--- config.mk ---
export PLATFORM = sky130hd
export DESIGN_NAME = uart_rx
export DESIGN_NICKNAME = d
export VERILOG_FILES = /design/src/rtl/uart_rx.sv
export SDC_FILE = /design/constraint.sdc
export NUM_CORES = 1
export LEC_CHECK = 0
export ABC_AREA = 1
export BUFFER_PORTS_ARGS = -buffer_cell sky130_fd_sc_hd__buf_2
export CAP_MARGIN = 20
export CELL_PAD_IN_SITES_DETAIL_PLACEMENT = 2
export CELL_PAD_IN_SITES_GLOBAL_PLACEMENT = 2
export CORE_ASPECT_RATIO = 0.75
export CORE_UTILIZATION = 32
export DETAILED_ROUTE_END_ITERATION = 10
export PLACE_DENSITY_LB_ADDON = 0.1
export REMOVE_ABC_BUFFERS = 1
export SYNTH_ARGS = -nofsm -noshare
export SYNTH_HDL_FRONTEND = slang
export SYNTH_SLANG_ARGS = --single-unit
--- constraint.sdc ---
create_clock -name clk -period 1.25 [get_ports clk]
set_input_delay 0.0625 -clock clk [delete_from_list [all_inputs] [get_ports clk]]
set_output_delay 0.0625 -clock clk [all_outputs]
set_load 0.02 [all_outputs]
--- src/rtl/uart_rx.sv ---
`default_nettype none
// ============================================================================
// Module   : uart_rx
// Purpose  : 8N1 UART receiver (LSB first, idle-high line). Decoded bytes land
//            in a one-entry holding register with a valid/ready handshake;
//            framing errors and overruns are reported as one-cycle pulses.
// Ports    : clk        - system clock, rising edge
//            resetn     - asynchronous, active-low reset
//            rx         - serial input, asynchronous to clk, idle high
//            rx_data    - received byte, valid while rx_valid = 1
//            rx_valid   - holding register full
//            rx_ready   - consumer accepts rx_data on an edge with rx_valid = 1
//            frame_err  - one-cycle pulse: stop bit sampled low
//            overrun    - one-cycle pulse: byte completed while holding full
//            busy       - receiver is inside a frame (FSM not idle)
// Params   : CLKS_PER_BIT - clock cycles per bit period, even and >= 4
// Revision : 1.0 - initial release
// ============================================================================
module uart_rx #(
  parameter int CLKS_PER_BIT = 4
) (
  input  logic       clk,
  input  logic       resetn,
  input  logic       rx,
  output logic [7:0] rx_data,
  output logic       rx_valid,
  input  logic       rx_ready,
  output logic       frame_err,
  output logic       overrun,
  output logic       busy
);

  localparam int c_CNT_W = $clog2(CLKS_PER_BIT);
  localparam logic [c_CNT_W-1:0] c_CNT_LAST = c_CNT_W'(CLKS_PER_BIT - 1);
  // Mid-point of the start bit: sampling here centres all later samples.
  localparam logic [c_CNT_W-1:0] c_CNT_HALF = c_CNT_W'(CLKS_PER_BIT / 2 - 1);

  typedef enum logic [1:0] {
    S_IDLE  = 2'd0,
    S_START = 2'd1,
    S_DATA  = 2'd2,
    S_STOP  = 2'd3
  } t_state;

  t_state             r_state;
  logic               r_s1;
  logic               r_s2;
  logic               r_s2_d;
  logic [c_CNT_W-1:0] r_cnt;
  logic [2:0]         r_idx;
  logic [7:0]         r_shift;
  logic [7:0]         r_data;
  logic               r_valid;
  logic               r_frame_err;
  logic               r_overrun;

  always_ff @(posedge clk or negedge resetn) begin
    if (!resetn) begin
      r_state     <= S_IDLE;
      r_s1        <= 1'b1;
      r_s2        <= 1'b1;
      r_s2_d      <= 1'b1;
      r_cnt       <= '0;
      r_idx       <= '0;
      r_shift     <= '0;
      r_data      <= '0;
      r_valid     <= 1'b0;
      r_frame_err <= 1'b0;
      r_overrun   <= 1'b0;
    end else begin
      r_s1        <= rx;
      r_s2        <= r_s1;
      r_s2_d      <= r_s2;
      r_frame_err <= 1'b0;
      r_overrun   <= 1'b0;

      // Consumption; a load in STOP below overrides this on the same edge.
      if (r_valid && rx_ready) begin
        r_valid <= 1'b0;
      end

      case (r_state)
        S_IDLE: begin
          // Needs a genuine high-to-low edge, so a held-low break never retriggers.
          if (r_s2_d && !r_s2) begin
            r_state <= S_START;
            r_cnt   <= '0;
          end
        end

        S_START: begin
          if (r_cnt == c_CNT_HALF) begin
            r_cnt <= '0;
            if (!r_s2) begin
              r_state <= S_DATA;
              r_idx   <= '0;
            end else begin
              // Line went back high before mid-bit: glitch, not a start bit.
              r_state <= S_IDLE;
            end
          end else begin
            r_cnt <= r_cnt + c_CNT_W'(1);
          end
        end

        S_DATA: begin
          if (r_cnt == c_CNT_LAST) begin
            r_cnt   <= '0;
            r_shift <= {r_s2, r_shift[7:1]};
            r_idx   <= r_idx + 3'd1;
            if (r_idx == 3'd7) begin
              r_state <= S_STOP;
            end
          end else begin
            r_cnt <= r_cnt + c_CNT_W'(1);
          end
        end

        S_STOP: begin
          if (r_cnt == c_CNT_LAST) begin
            r_cnt   <= '0;
            r_state <= S_IDLE;
            if (r_s2) begin
              if (!r_valid || rx_ready) begin
                r_data  <= r_shift;
                r_valid <= 1'b1;
              end else begin
                r_overrun <= 1'b1;
              end
            end else begin
              r_frame_err <= 1'b1;
            end
          end else begin
            r_cnt <= r_cnt + c_CNT_W'(1);
          end
        end

        default: begin
          r_state <= S_IDLE;
        end
      endcase
    end
  end

  assign rx_data   = r_data;
  assign rx_valid  = r_valid;
  assign frame_err = r_frame_err;
  assign overrun   = r_overrun;
  assign busy      = (r_state != S_IDLE);

endmodule
`default_nettype wire

==> results.md <==
Worst setup path
* 2 — critical path buffer and inverter count
* register — Worst setup SP type
* 1420 ps — required arrival time at the worst endpoint
* reg2reg — WS Path Type
* register — capturing element type of the critical path
* sky130_fd_sc_hd__nand2_2 — cell mode on critical path
* sky130_fd_sc_hd__dfstp_2 — slowest cell on the critical path
* 570 ps — slowest stage delay, CP
* flip-flops — top cell family by delay on the critical path
* 8 — maximum fanout encountered on the critical timing path
* inv_2, nor3_4, nand2_2, buf_12, nand2_2, o21ai_2 — series of cell instances along the critical path
* 1580 ps — arrival time worst endpoint

GRT
* 1,205 — via count of the first global-routing pass
* 0 — antenna violations before repair
* 18 — maximum number of pins on one net before global-route repair
* 6020 µm — global-route wire length before repair
* 0 — total grt overflow
* 0.198 — total routing usage reported by global routing

Pwr
* 1.32 mV — VDD IR max
* 0.979 nW — Leak
* 4.12 mW — Total Power
* 1950 nW/µm² — Power per Cell Area

Routing
* 22.0 µm — Routed wire per std cell
* 0 — residual antenna-violating net count after detailed routing
* 0 — number of remaining DRC errors
* 4 — Initial DRT Pass Iterations
* 67 — violation count after the first detailed-route iteration
* 5290 µm — total detailed-routing wirelength
* 4.86 — vias per std cell
* 1,167 — total via count after detailed routing

Timing
* 393 ps — transition time at the pin with the least slew margin
* 0 — Hold Vio Cnt, Final
* 1420 ps — post-route minimum period
* 0 — pins over their slew limit
* 233 ps — worst hold margin
* 22 — number of setup violations in the final report
* 0.738 — tightest slew margin relative to the limit
* 1.13 — final worst path period share
* -1980 ps — setup tns final
* 0.706 GHz — Fmax
* true — unrepaired setup endpoints after global routing
* -167 ps — final worst setup slack
* 8.73 ps — Layout Skew

Synth
* 1290 µm² — post-synthesis instance area
* 133 — number of instances in the synthesized netlist
* sky130_fd_sc_hd__dfrtp_1 — dominant synthesized flop cell
* 21 — Unique masters post-synth
* sky130_fd_sc_hd__dfrtp_1 — library cell occupying the most area in the post-synthesis netlist
* 0 — count of yosys warnings during synthesis
* 0 — number of enable flip-flop cells after synthesis
* 9.71 µm² — Avg Inst Size Synth
* 0.504 — post-synth top area share
* sky130_fd_sc_hd__nand2_1 (33), sky130_fd_sc_hd__dfrtp_1 (26), sky130_fd_sc_hd__inv_1 (16) — cell types with the highest counts after synthesis
* 0.565 — proportion of synthesized chip area in sequential cells
* sky130_fd_sc_hd__nand2_1 — most used standard cell by instance count after synthesis
* 1.00 — Post-synth ARST share
* sky130_fd_sc_hd__dfrtp_1 (50%), sky130_fd_sc_hd__nand2_1 (9.6%), sky130_fd_sc_hd__dfstp_2 (6.1%) — top post-synthesis cells by area
* 29 — flip-flop and latch count after synthesis

Worst hold path
* in2async — Hold/Removal Path Class

Die
* 4300 µm² — die area
* 0.344 — initial core utilization
* 16 — top-level port count
* 75.4 µm — Die W
* 19 — floorplan row count
* 57.0 µm — die height
* 3760 µm² — floorplan core area

Clock network
* 70 ps — clock input transition at the sequential cells of the worst setup and hold paths
* 5 — number of buffers added by the clock tree synthesis step
* yes — TritonCTS clock tree
* 2 — maximum buffer depth of the clock tree
* sky130_fd_sc_hd__clkbuf_8 — Root Driver
* 2 — H-tree depth reported by CTS
* 290 ps — source-to-sink clock delay at the later pin of the worst-skew pair
* 29 — CTS sink cnt

Cells and area
* 0 — Ant. Diodes
* 196 — Nets
* 240 — Final Non-Filler Cells
* 0.564 — post-layout util
* 64.0% — Area growth syn-to-layout
* 0.649 — share of layout cells above drive strength 1

Placement
* 210 — number of placed instances with taps included
* 0.692 — global placement routability congestion
* 2160 µm — total half-perimeter wirelength after legalization and detailed placement
* 15 — I/O Buffers

Run status
* finished with violations — status
* negative setup slack — violated checks

Job
* 0 — number of violations of the max-capacitance limit

[cell usage in the layout (no fill, tap or decap), types with 4 or more instances in the layout]
cell                       count
sky130_fd_sc_hd__buf_2        14
sky130_fd_sc_hd__buf_4        25
sky130_fd_sc_hd__buf_6         4
sky130_fd_sc_hd__clkbuf_8      7
sky130_fd_sc_hd__dfrtp_1      23
sky130_fd_sc_hd__ha_4          4
sky130_fd_sc_hd__inv_1         9
sky130_fd_sc_hd__inv_2         6
sky130_fd_sc_hd__inv_4         4
sky130_fd_sc_hd__nand2_1      14
sky130_fd_sc_hd__nand2_2       9
sky130_fd_sc_hd__nand2_4      12
sky130_fd_sc_hd__nand3_1       8
sky130_fd_sc_hd__o21ai_1       4
sky130_fd_sc_hd__o21ai_2      12
[state kept, by name, indices dropped and copies added (netlist names), named ones only]
| name | cells |
|---|---|
| r_shift | 8 |
| rx_data | 8 |
| r_idx | 3 |
| r_cnt | 2 |
| frame_err | 1 |
| overrun | 1 |
| r_s1 | 1 |
| r_s2 | 1 |
| r_s2_d | 1 |
| r_state | 1 |
| rx_valid | 1 |
[stage by stage]
step / setup WS, ps / area [µm²]
global route: -199 / 2120
global placement: -62.7 / 1530
detailed placement: -216 / 1530
floorplan: -109 / 1260
CTS: -88.8 / 1790
finish: -167 / 2120
[cell families (layout without fill, tap and decap cells)]
family | count (synthesis) | after routing | share of synthesized area
adder cells (fa/ha/maj) | 5 | 5 | 0.0484
AND/OR/NAND/NOR | 56 | 58 | 0.204
buffers and inverters | 23 | 76 | 0.0824
AO/OA/AOI/OAI | 20 | 20 | 0.0998
flip-flops | 29 | 29 | 0.565
[final timing paths]
check / startpoint / endpoint / slack (ps) / cells past startpoint
max reg2reg: r_s2 / rx_data[4] / -170 / 6
min: resetn / r_shift[2] / 230 / 2
max in group asynchronous: resetn / r_s2_d / 510 / 3
max: r_s2 / rx_data[4] / -170 / 6
min in group clk: rx_ready / overrun / 280 / 5
min reg2reg: r_s1 / r_s2 / 370 / 0
[power by group]
part / switching (mW) / total (mW) / internal, mW
clock network: 0.385 / 0.883 / 0.497
registers: 0.199 / 1.29 / 1.09
logic: 1.08 / 1.95 / 0.866
[per-layer routing]
layer	GRT usage	routed length [µm]	up-vias
li1	-	-	530
met5	0	0	-
met1	0.260	2270	602
met3	0.0530	146	9
met4	0.0635	87	0
met2	0.318	2780	26
[timing repair]
action,in CTS,in global routing
resized for setup,28,57
setup endpoints to repair,21,23
pin swaps,7,6
endpoints found under the hold margin,27,0
hold buffers,2,0
buffers inserted,7,10
gates cloned,0,3
[area by class of cell]
class                      count  area (µm²)
timing repair buffer          49         408
multi-input combinational     83         728
inverter                      19        81.3
clock buffer                   7        96.3
sequential                    29         733
tap                           52        65.1
fill                         387        1640
clock inverter                 1        5.00
(Power assumes the default switching activity.)
